[src/rtl/rf_pkg.sv]
// Shared constants and requester ids for the register-file write-back path.
package rf_pkg;

    localparam int XLEN   = 32;
    localparam int REG_AW = 5;
    localparam int NREG   = 2 ** REG_AW;

    localparam logic [REG_AW-1:0] REG_X0 = '0;

    // Requester ids; the value doubles as the grant/request bit index.
    typedef enum logic {
        REQ_ALU = 1'b0,
        REQ_LSU = 1'b1
    } req_id_e;

endpackage

[src/rtl/rf_wb_arbiter_rr_arb2.sv]
// Two-way round-robin arbiter with a combinational grant and a registered
// last-grant pointer.
//
// Handshake: a request is a producer's valid.
// A grant is that producer's ready.
// A transfer is valid && ready on a rising clk edge.
// gnt depends on req, but req never depends on gnt.
module rr_arb2
    import rf_pkg::*;
(
    input  logic       clk,
    input  logic       rst_n,
    input  logic [1:0] i_req,
    input  logic       i_xfer,
    output logic [1:0] o_gnt,
    output req_id_e    o_last_grant
);

    req_id_e r_last_grant;

    // Grant: a lone requester wins; on contention the one not served last wins.
    always_comb begin
        o_gnt = 2'b00;
        case (i_req)
            2'b01:   o_gnt = 2'b01;
            2'b10:   o_gnt = 2'b10;
            2'b11:   o_gnt = (r_last_grant == REQ_LSU) ? 2'b01 : 2'b10;
            default: o_gnt = 2'b00;
        endcase
    end

    // Pointer moves only when a granted request actually transfers.
    always_ff @(posedge clk or negedge rst_n) begin
        if (!rst_n) begin
            r_last_grant <= REQ_LSU;
        end else if (i_xfer) begin
            r_last_grant <= o_gnt[0] ? REQ_ALU : REQ_LSU;
        end
    end

    assign o_last_grant = r_last_grant;

endmodule

[src/rtl/rf_wb_arbiter.sv]
// Shares the register file write port between the ALU and the LSU.
// It also keeps a pending-write scoreboard, which decode uses to detect RAW hazards.
module rf_wb_arbiter
    import rf_pkg::*;
(
    input  logic              clk,
    input  logic              rst_n,
    input  logic              alu_valid,
    output logic              alu_ready,
    input  logic [REG_AW-1:0] alu_rd,
    input  logic [XLEN-1:0]   alu_data,
    input  logic              lsu_valid,
    output logic              lsu_ready,
    input  logic [REG_AW-1:0] lsu_rd,
    input  logic [XLEN-1:0]   lsu_data,
    input  logic              alloc_valid,
    input  logic [REG_AW-1:0] alloc_rd,
    input  logic [REG_AW-1:0] rs1,
    input  logic [REG_AW-1:0] rs2,
    output logic              rs1_busy,
    output logic              rs2_busy,
    output logic              rf_we,
    output logic [REG_AW-1:0] rf_waddr,
    output logic [XLEN-1:0]   rf_wdata,
    output logic [NREG-1:0]   busy_vec
);

    logic [1:0]        w_gnt;
    logic              w_alu_xfer;
    logic              w_lsu_xfer;
    logic              w_xfer;
    logic [REG_AW-1:0] w_xfer_rd;
    logic [XLEN-1:0]   w_xfer_data;
    logic [NREG-1:0]   w_busy_nxt;
    req_id_e           w_last_grant;

    logic              r_rf_we;
    logic [REG_AW-1:0] r_rf_waddr;
    logic [XLEN-1:0]   r_rf_wdata;
    logic [NREG-1:0]   r_busy;

    rr_arb2 u_arb (
        .clk          (clk),
        .rst_n        (rst_n),
        .i_req        ({lsu_valid, alu_valid}),
        .i_xfer       (w_xfer),
        .o_gnt        (w_gnt),
        .o_last_grant (w_last_grant)
    );

    // While reset is asserted, no ready is offered, so nothing can transfer.
    assign alu_ready  = w_gnt[0] & rst_n;
    assign lsu_ready  = w_gnt[1] & rst_n;
    assign w_alu_xfer = alu_valid & alu_ready;
    assign w_lsu_xfer = lsu_valid & lsu_ready;
    assign w_xfer     = w_alu_xfer | w_lsu_xfer;

    // Select the payload of whichever producer transfers this cycle.
    always_comb begin
        w_xfer_rd   = alu_rd;
        w_xfer_data = alu_data;
        if (w_lsu_xfer) begin
            w_xfer_rd   = lsu_rd;
            w_xfer_data = lsu_data;
        end
    end

    // Write port register. An x0 transfer still handshakes but never raises rf_we.
    always_ff @(posedge clk or negedge rst_n) begin
        if (!rst_n) begin
            r_rf_we    <= 1'b0;
            r_rf_waddr <= '0;
            r_rf_wdata <= '0;
        end else begin
            r_rf_we <= w_xfer && (w_xfer_rd != REG_X0);
            if (w_xfer) begin
                r_rf_waddr <= w_xfer_rd;
                r_rf_wdata <= w_xfer_data;
            end
        end
    end

    // Scoreboard next state. The clear is applied first and the set second,
    // so a newer allocation of the same register wins.
    always_comb begin
        w_busy_nxt = r_busy;
        if (r_rf_we) begin
            w_busy_nxt[r_rf_waddr] = 1'b0;
        end
        if (alloc_valid && (alloc_rd != REG_X0)) begin
            w_busy_nxt[alloc_rd] = 1'b1;
        end
        w_busy_nxt[0] = 1'b0;
    end

    // Scoreboard register.
    always_ff @(posedge clk or negedge rst_n) begin
        if (!rst_n) begin
            r_busy <= '0;
        end else begin
            r_busy <= w_busy_nxt;
        end
    end

    assign rf_we    = r_rf_we;
    assign rf_waddr = r_rf_waddr;
    assign rf_wdata = r_rf_wdata;
    assign busy_vec = r_busy;
    assign rs1_busy = (rs1 != REG_X0) && r_busy[rs1];
    assign rs2_busy = (rs2 != REG_X0) && r_busy[rs2];

endmodule
[config.mk]
export PLATFORM = sky130hd
export DESIGN_NAME = rf_wb_arbiter
export DESIGN_NICKNAME = d
export VERILOG_FILES = /design/src/rtl/rf_pkg.sv /design/src/rtl/rf_wb_arbiter_rr_arb2.sv /design/src/rtl/rf_wb_arbiter.sv
export SDC_FILE = /design/constraint.sdc
export NUM_CORES = 1
export LEC_CHECK = 0
export ABC_AREA = 1
export CORE_AREA = 2 2 88 123
export DETAILED_ROUTE_END_ITERATION = 7
export DIE_AREA = 0 0 90 125
export PLACE_DENSITY = 0.75
export SLEW_MARGIN = 5
export SYNTH_ARGS = -nofsm -noshare
export SYNTH_HDL_FRONTEND = slang
export SYNTH_SLANG_ARGS = --single-unit
export TNS_END_PERCENT = 30
[constraint.sdc]
create_clock -name clk -period 1.9 [get_ports clk]
set_input_delay 0.57 -clock clk [delete_from_list [all_inputs] [get_ports clk]]
set_output_delay 0.57 -clock clk [all_outputs]
set_load 0.03 [all_outputs]
==> results of run 1 <==
[cell type report]
type / count / area [µm²] / share of cell area (%)
inverters: 52 / 218 / 3.51
well taps: 138 / 173 / 2.78
flip-flops and latches: 70 / 1750 / 28.2
clock buffers: 16 / 282 / 4.53
repair buffers: 203 / 1900 / 30.6
multi-input cells: 389 / 1890 / 30.4
[per-stage QoR]
stage | util (%) | cells | total power [mW] | hold slack, ns | area [µm²]
floorplan | - | 532 | 4.22 | 0.274 | 3900
detailed placement | 56.3 | 841 | 5.88 | 0.478 | 5770
global route | 60.6 | 868 | 7.68 | 0.215 | 6210
global placement | 56.3 | 841 | 5.83 | 0.472 | 5770
finish | 60.6 | 868 | 7.27 | 0.222 | 6210
CTS | 59.6 | 862 | 7.20 | 0.211 | 6100
[power by group through the flow]
| stage | registers (mW) | logic [mW] | clock network, mW |
|---|---|---|---|
| 6_report | 2.38 | 3.33 | 1.57 |
| 5_1_grt | 2.44 | 3.58 | 1.65 |
| 4_1_cts | 2.37 | 3.23 | 1.60 |
| 3_5_place_dp | 2.40 | 3.48 | 0 |
| 3_3_place_gp | 2.39 | 3.43 | 0 |
| 2_1_floorplan | 3.22 | 0.996 | 0 |
[routing by layer]
metal / wire, µm / share of wire (%) / vias to the layer above
li1: - / - / 2132
met1: 5050 / 36 / 2088
met2: 7550 / 53 / 225
met3: 1160 / 8.2 / 34
met4: 427 / 3.0 / 0
met5: 0 / 0 / -
[registers in the layout, summed over array words and instances, names as in the netlist]
signal	cells
busy_vec	31
rf_we	1
u_arb.o_last_grant	1
rf_wdata	32
rf_waddr	5
[repair_timing]
action                                  CTS  global route
pin swaps                                17            13
resized for setup                       132            30
cloned                                    1             2
endpoints found under the setup margin  111            26
buffers inserted                          4             5
[placed cells by master (no fill, tap or decap), types with 3 or more instances in the layout]
cell	count
buf_6	12
nor2_1	37
dfrtp_1	69
clkbuf_8	3
inv_4	3
clkbuf_16	10
nor2_4	4
o21ai_2	4
buf_2	4
clkdlybuf4s50_1	82
nand2_4	3
inv_1	38
nand2_1	126
nand3_1	51
o21ai_1	34
nand3_2	10
inv_2	9
dlygate4sd2_1	72
buf_4	28
clkbuf_1	4
nand2_2	10
o21ai_0	68
a21oi_1	32
[worst max-delay path by stage]
stage / endpoint / slack, ns / depth (start not counted)
4_1_cts: rs1_busy / -0.27 / 11
2_1_floorplan: rs1_busy / -0.02 / 12
3_3_place_gp: rs1_busy / -0.75 / 12
3_5_place_dp: rs1_busy / -0.79 / 12
6_report: rs2_busy / -0.20 / 10
5_1_grt: rs2_busy / -0.27 / 12
[kinds of logic (layout without fill, tap and decap cells)]
kind of cell,count (synthesis),after routing,share of synthesized area [%]
AOI/OAI and AO/OA,141,141,19.0
other,1,1,0.0972
buffers and inverters,74,271,8.79
DFF,70,70,45.5
and+or+nand+nor,246,247,26.7
[worst max-delay path: stages]
cell and delay [ns]:
buf_8 0.12, inv_8 0.06, or2_1 0.22, nand2_1 0.05, nand2_1 0.06, nand2_1 0.09
nand3_1 0.09, nand3_2 0.09, nand2_4 0.05, buf_6 0.13
==> impl_metrics.yaml, run 1 <==
pwr:
  power_frac_seq_pct: 32.7
  switching_share_pct: 43.0
  pwr-share-clk_pct: 21.6
  p_int_mw: 4.14
  p_leak_nw: 2.90
  power.density_nw_per_um2: 1170
  switching_power_mw: 3.13
  pwr-share-comb_pct: 45.8
  ir_drop_uv: 521
cells_and_area:
  nets: 819
  antenna_cells: 0
  fill_cells: 965
  drive_gt1_share_pct: 15.1
  syn_to_final_growth_pct: 61.0
global_routing:
  grt_busiest_layer: "met2"
  grt_first_pass_wirelength_um: 22000
  grt-ovfl-total: 0
  met1_usage_pct: 24.9
  globalRouteMet3Util_pct: 7.71
  use_met2_pct: 45.7
  grt_usage_pct: 24.6
  antenna_found_initial: 0
  grt_pass1_vias: 4460
  grt_max_degree: 70
run_status:
  status: "finished with violations"
  failed_checks: "negative setup slack"
critical_path:
  crit_arrival_ns: 1.53
  required_ns: 1.33
  r2r_start: "u_arb.o_last_grant$_DFFE_PN1P_"
  ff2ff_setup_slack_ns: 0.18
  critPathKind: "in2out"
  reg2reg_to: "rf_wdata[22]$_DFFE_PN0P_"
  path_max_fanout: 15
  r2r_cells: 6
  start_kind: "primary input"
  crit_path_start: "rs2[0]"
  end_kind: "primary output"
synthesis:
  synthArstFlopShare_pct: 100
  synth_most_common_cell: "nand2_1"
  synth_warnings: 0
  netlist_area_um2: 3860
  synth_ff_type: "dfrtp_1"
  ys_seq_area_share_pct: 45.5
  synth_nets: 626
  synth_edf_count: 0
  yosysTopAreaCell: "dfrtp_1"
  yosys-top-cells-area: "dfrtp_1, nand2_1, o21ai_0, nand3_1, inv_1"
  synth_top_cell_area_share_pct: 44.8
  syn-instance-count: 532
  avgSynthCellArea_um2: 7.25
  synth-seq-cells: 70
  synth_cell_type_count: 25
  synth_commonest_cells: "nand2_1, dfrtp_1, o21ai_0, nand3_1, inv_1"
sta:
  finalSetupViolCount: 3
  period_needed_ns: 2.10
  drv_slew: 0
  post-route-period-util_pct: 111
  worst_pin_slew_ns: 0.869
  setup_slack_ns: -0.204
  fmax_ghz: 0.475
  rsz0062_at_grt: "true"
  slew_headroom_pct: 42.1
  setup_tns_ns: -0.415
  hold_violations: 0
  skew_ns: 0.00404
cts:
  numCtsBuffers: 9
  ctsHtreeMaxLevel: 3
  tritoncts: "done"
  ctsHoldBuffers: 0
  clock_path_buffers: 2
  cts-root-buf: "clkbuf_16"
  clk_latency_ns: 0.33
  cts_num_sinks: 70
  clk_pin_slew_worst_paths_ns: 0.05
floorplanning:
  chipWidth_um: 90
  die_area_um2: 11300
  initial_core_util_pct: 37.7
  ioPinCount: 168
  core_area_um2: 10200
  row_count: 44
  die_y_um: 125
routing:
  routed_via_density: 5.16
  postRouteAntennaNets: 0
  vias: 4479
  dr.pass1.iters: 7
  drtIter0Drc: 357
  drcViolationCount: 0
  routed_wl_um: 14200
  wl_per_cell_um: 16.4
worst_hold_path:
  worstHoldPathType: "in2async"
placement:
  dp_slack_ns: -0.787
  gp_congestion: 0.962
  dp_hpwl_um: 10600
  port_buffers: 166
flow_run:
  maxCapViolCount: 0
Power figures use the tool's default switching activity.
==> run 2: changes to the inputs <==
Settings changed: CAP_MARGIN set to 20, MAX_ROUTING_LAYER set to met4.
==> impl_metrics.yaml, run 2 (synthesis gave the netlist of run 1 again) <==
pwr:
  p_leak_nw: 2.94
  p_int_mw: 4.20
  switching_share_pct: 43.1
  switching_power_mw: 3.18
  power.density_nw_per_um2: 1180
  ir_drop_uv: 720
  power_frac_seq_pct: 32.0
  pwr-share-clk_pct: 21.0
  fin_total_pwr_mw: 7.38
  pwr-share-comb_pct: 47.0
run_status:
  failed_checks: "negative setup slack"
  status: "finished with violations"
cts:
  tritoncts: "done"
  clock_path_buffers: 2
  clk_latency_ns: 0.33
  ctsHtreeMaxLevel: 3
  cts_num_sinks: 70
  ctsHoldBuffers: 0
  clk_pin_slew_worst_paths_ns: 0.05
  cts-root-buf: "clkbuf_16"
  numCtsBuffers: 9
placement:
  dp_cells: 843
  dp_hpwl_um: 10600
  gp_congestion: 0.945
  place_area_um2: 5800
  port_buffers: 166
routing:
  dr.pass1.iters: 4
  routed_via_density: 5.13
  drcViolationCount: 0
  postRouteAntennaNets: 0
  vias: 4490
  wl_per_cell_um: 16.5
  routed_wl_um: 14400
  drtIter0Drc: 293
sta:
  worst_pin_slew_ns: 0.880
  setup_slack_ns: -0.163
  slew_headroom_pct: 41.4
  finalSetupViolCount: 3
  hold_violations: 0
  rsz0062_at_grt: "true"
  skew_ns: 0.00562
  post-route-period-util_pct: 109
  drv_slew: 0
  period_needed_ns: 2.06
  fmax_ghz: 0.485
global_routing:
  antenna_found_initial: 0
  grt-ovfl-total: 0
  grt_max_degree: 70
  grt_first_pass_wirelength_um: 22500
  grt_pass1_vias: 4662
  grt_usage_pct: 25.8
worst_hold_path:
  worstHoldPathType: "in2async"
cells_and_area:
  fill_cells: 976
  multi_input_area_um2: 1900
  mostFrequentLayoutCells: "nand2_1, clkdlybuf4s50_1, dlygate4sd2_1"
  syn_to_final_growth_pct: 62.6
  seq_area_um2: 1750
  fin_area_um2: 6270
  finalNonFillerCells: 875
  nets: 828
  antenna_cells: 0
  largest_reg_flops: 32
  drive_gt1_share_pct: 16.6
  mostFrequentLayoutCell: "nand2_1"
flow_run:
  maxCapViolCount: 0
floorplanning:
  core_area_um2: 10200
  initial_core_util_pct: 37.7
  die_y_um: 125
  die_area_um2: 11300
  row_count: 44
  chipWidth_um: 90
  ioPinCount: 168
critical_path:
  end_kind: "primary output"
  crit_arrival_ns: 1.49
  r2r_cells: 6
  start_kind: "primary input"
  path_max_fanout: 2
  required_ns: 1.33
  critPathKind: "in2out"
run 2: routing by layer:
layer,track usage [%],up-vias,wire [µm]
met5,-,-,0
met1,26.5,2113,5340
met4,11.2,0,365
met3,4.70,29,849
met2,47.6,202,7890
li1,-,2146,-
run 2: layout make-up:
cell class	instances	share of cell area, %
inverter	52	3.55
tap	138	2.75
clock inverter	1	0.0798
sequential	70	28.0
multi-input combinational	389	30.2
timing repair buffer	212	31.1
clock buffer	13	4.31
run 2: repair_timing:
item                       4_1_cts  5_1_grt
gates cloned                     1        1
setup endpoints to repair      111       11
resized for setup              131       37
pin swaps                       21       19
setup buffers                    5       12
hold endpoints to repair         0        0
run 2: worst paths after layout:
kind | from | end | slack [ns]
setup / recovery | rs2[4] | rs2_busy | -0.16
max in group asynchronous | rst_n | busy_vec[27]$_DFF_PN0_ | 0.79
setup reg to reg | u_arb.o_last_grant$_DFFE_PN1P_ | rf_wdata[22]$_DFFE_PN0P_ | 0.16
min in group clk | rf_wdata[29]$_DFFE_PN0P_ | rf_wdata[29]$_DFFE_PN0P_ | 0.49
hold reg to reg | rf_wdata[29]$_DFFE_PN0P_ | rf_wdata[29]$_DFFE_PN0P_ | 0.49
hold / removal | rst_n | u_arb.o_last_grant$_DFFE_PN1P_ | 0.22
run 2: power groups by stage:
stage	clock, mW	sequential [mW]	combinational (mW)
after global placement	0	2.39	3.45
final	1.55	2.36	3.47
after CTS	1.57	2.36	3.25
after detailed placement	0	2.39	3.50
after global routing	1.64	2.42	3.73
after floorplan	0	3.22	0.996
run 2: metrics by stage:
stage / util (%) / TNS (ns) / hold WS [ns] / worst slack, ns
after floorplan: - / -0.0173 / 0.274 / -0.0173
after CTS: 59.7 / -0.481 / 0.213 / -0.265
after global routing: 61.2 / -0.577 / 0.219 / -0.252
after global placement: 56.6 / -15.97 / 0.473 / -0.775
after detailed placement: 56.6 / -17.75 / 0.477 / -0.781
final: 61.2 / -0.366 / 0.220 / -0.163
run 2: worst max-delay path, stage by stage:
cell and delay, ns:
clkdlybuf4s50_1 0.43, a31oi_1 0.18, nand3_2 0.11, nand2_4 0.08, buf_6 0.12
==> run 3: changes to the inputs <==
Settings changed: CORE_AREA 2 2 88 123 to 2 2 144 76, DIE_AREA 0 0 90 125 to 0 0 146 78, PLACE_DENSITY 0.75 to 0.76.
==> impl_metrics.yaml, run 3 (synthesis gave the netlist of run 1 again) <==
routing:
  wl_per_cell_um: 15.5
  postRouteAntennaNets: 0
  routed_via_density: 5.05
  dr.pass1.iters: 5
  drcViolationCount: 0
  drtIter0Drc: 300
  routed_wl_um: 13400
  vias: 4365
floorplanning:
  ioPinCount: 168
  die_y_um: 78
  initial_core_util_pct: 38.5
  row_count: 26
  chipWidth_um: 146
  core_area_um2: 10000
  die_area_um2: 11400
cts:
  clk_pin_slew_worst_paths_ns: 0.05
  ctsHtreeMaxLevel: 3
  tritoncts: "done"
  numCtsBuffers: 9
  cts-root-buf: "clkbuf_16"
  clk_latency_ns: 0.33
  ctsHoldBuffers: 0
  cts_num_sinks: 70
  clock_path_buffers: 2
cells_and_area:
  fin_area_um2: 6190
  nets: 814
  syn_to_final_growth_pct: 60.4
  largest_reg_flops: 32
  antenna_cells: 0
  finalNonFillerCells: 864
  mostFrequentLayoutCell: "nand2_1"
  mostFrequentLayoutCells: "nand2_1, clkdlybuf4s50_1, dlygate4sd2_1"
  drive_gt1_share_pct: 13.3
critical_path:
  crit_family: "buffers and inverters"
  critPathKind: "in2out"
  path_max_fanout: 2
  end_kind: "primary output"
  max_stage_delay_ns: 0.44
  start_kind: "primary input"
  crit_chain: "clkdlybuf4s50_1 -> a31oi_1 -> nand3_2 -> nand2_4 -> buf_6"
  slowest_stage: "clkdlybuf4s50_1"
  crit_buf_inv: 2
  required_ns: 1.33
  crit_arrival_ns: 1.51
global_routing:
  antenna_found_initial: 0
  grt-ovfl-total: 0
  grt_first_pass_wirelength_um: 22200
  grt_usage_pct: 24.8
  grt_pass1_vias: 4326
  grt_max_degree: 71
run_status:
  failed_checks: "negative setup slack"
  status: "finished with violations"
sta:
  hold_violations: 0
  post-route-period-util_pct: 110
  fmax_ghz: 0.480
  drv_slew: 0
  setup_tns_ns: -0.344
  worst_pin_slew_ns: 0.909
  slew_headroom_pct: 39.4
  finalSetupViolCount: 2
  setup_slack_ns: -0.182
  skew_ns: 0.00349
  rsz0062_at_grt: "true"
  period_needed_ns: 2.08
placement:
  port_buffers: 166
  dp_cells: 847
  gp_congestion: 0.924
  place_area_um2: 5840
  dp_hpwl_um: 9950
flow_run:
  maxCapViolCount: 0
pwr:
  p_leak_nw: 2.89
  power.density_nw_per_um2: 1210
  fin_total_pwr_mw: 7.50
  ir_drop_uv: 734
worst_hold_path:
  worstHoldPathType: "reg2reg"
[run 3: changes by cell type in the layout (fill, tap and decap cells not counted), moves of 2 or more]
cell and delta:
buf_4 -13, nand3_1 +8, nand3_2 -8, nand2_1 +5, nand2_2 -5, buf_6 -4
bufinv_16 +3, clkbuf_8 -3, inv_6 +2, nor2_4 -2
[run 3: layer usage]
metal / track usage [%] / up-vias / wire (µm)
met3: 3.35 / 28 / 654
met1: 30.6 / 2050 / 5780
met5: - / - / 0
met4: 8.64 / 0 / 247
met2: 42.3 / 156 / 6720
li1: - / 2131 / -
[run 3: through the flow]
stage	util [%]	hold WS (ns)	worst slack, ns
floorplan	-	0.274	-0.0173
global placement	58.3	0.473	-0.654
detailed placement	58.3	0.478	-0.657
CTS	61.5	0.488	-0.170
global route	61.8	0.509	-0.266
finish	61.8	0.482	-0.182
[run 3: worst paths after layout]
| check | startpoint | to | slack [ns] | cells past startpoint |
|---|---|---|---|---|
| hold / removal | rf_wdata[9]$_DFFE_PN0P_ | rf_wdata[9]$_DFFE_PN0P_ | 0.48 | 2 |
| hold reg to reg | rf_wdata[9]$_DFFE_PN0P_ | rf_wdata[9]$_DFFE_PN0P_ | 0.48 | 2 |
| setup / recovery | rs2[4] | rs2_busy | -0.18 | 5 |
| min in group asynchronous | rst_n | rf_wdata[29]$_DFFE_PN0P_ | 0.52 | 2 |
| setup reg to reg | u_arb.o_last_grant$_DFFE_PN1P_ | rf_waddr[2]$_DFFE_PN0P_ | 0.41 | 7 |
| max in group asynchronous | rst_n | rf_wdata[14]$_DFFE_PN0P_ | 0.82 | 2 |
[run 3: timing repair]
action / 4_1_cts / 5_1_grt
resized for setup: 124 / 15
pin swaps: 11 / 5
cloned: 2 / 0
setup endpoints to repair: 73 / 2
endpoints found under the hold margin: 0 / 0
buffers inserted: 0 / 0
[run 3: final cells by class]
cell class	count	area (µm²)
Fill cell	906	3830
Timing Repair Buffer	198	1870
Multi-Input combinational cell	388	1820
Sequential cell	70	1750
Clock buffer	9	225
Inverter	52	223
Tap cell	140	175
Clock inverter	6	111
Timing Repair inverter	1	8.76
[run 3: report_power, final]
group | leakage [nW] | switching (mW) | internal (mW) | total [mW]
combinational | 1.94 | 2.10 | 1.13 | 3.23
sequential | 0.781 | 0.411 | 1.96 | 2.37
clock | 0.161 | 0.626 | 1.27 | 1.90
[run 3: tightest hold or removal path: stages (launching register included)]
cell,delay [ns]
dfrtp_1,0.33
nand2_1,0.05
o21ai_1,0.06
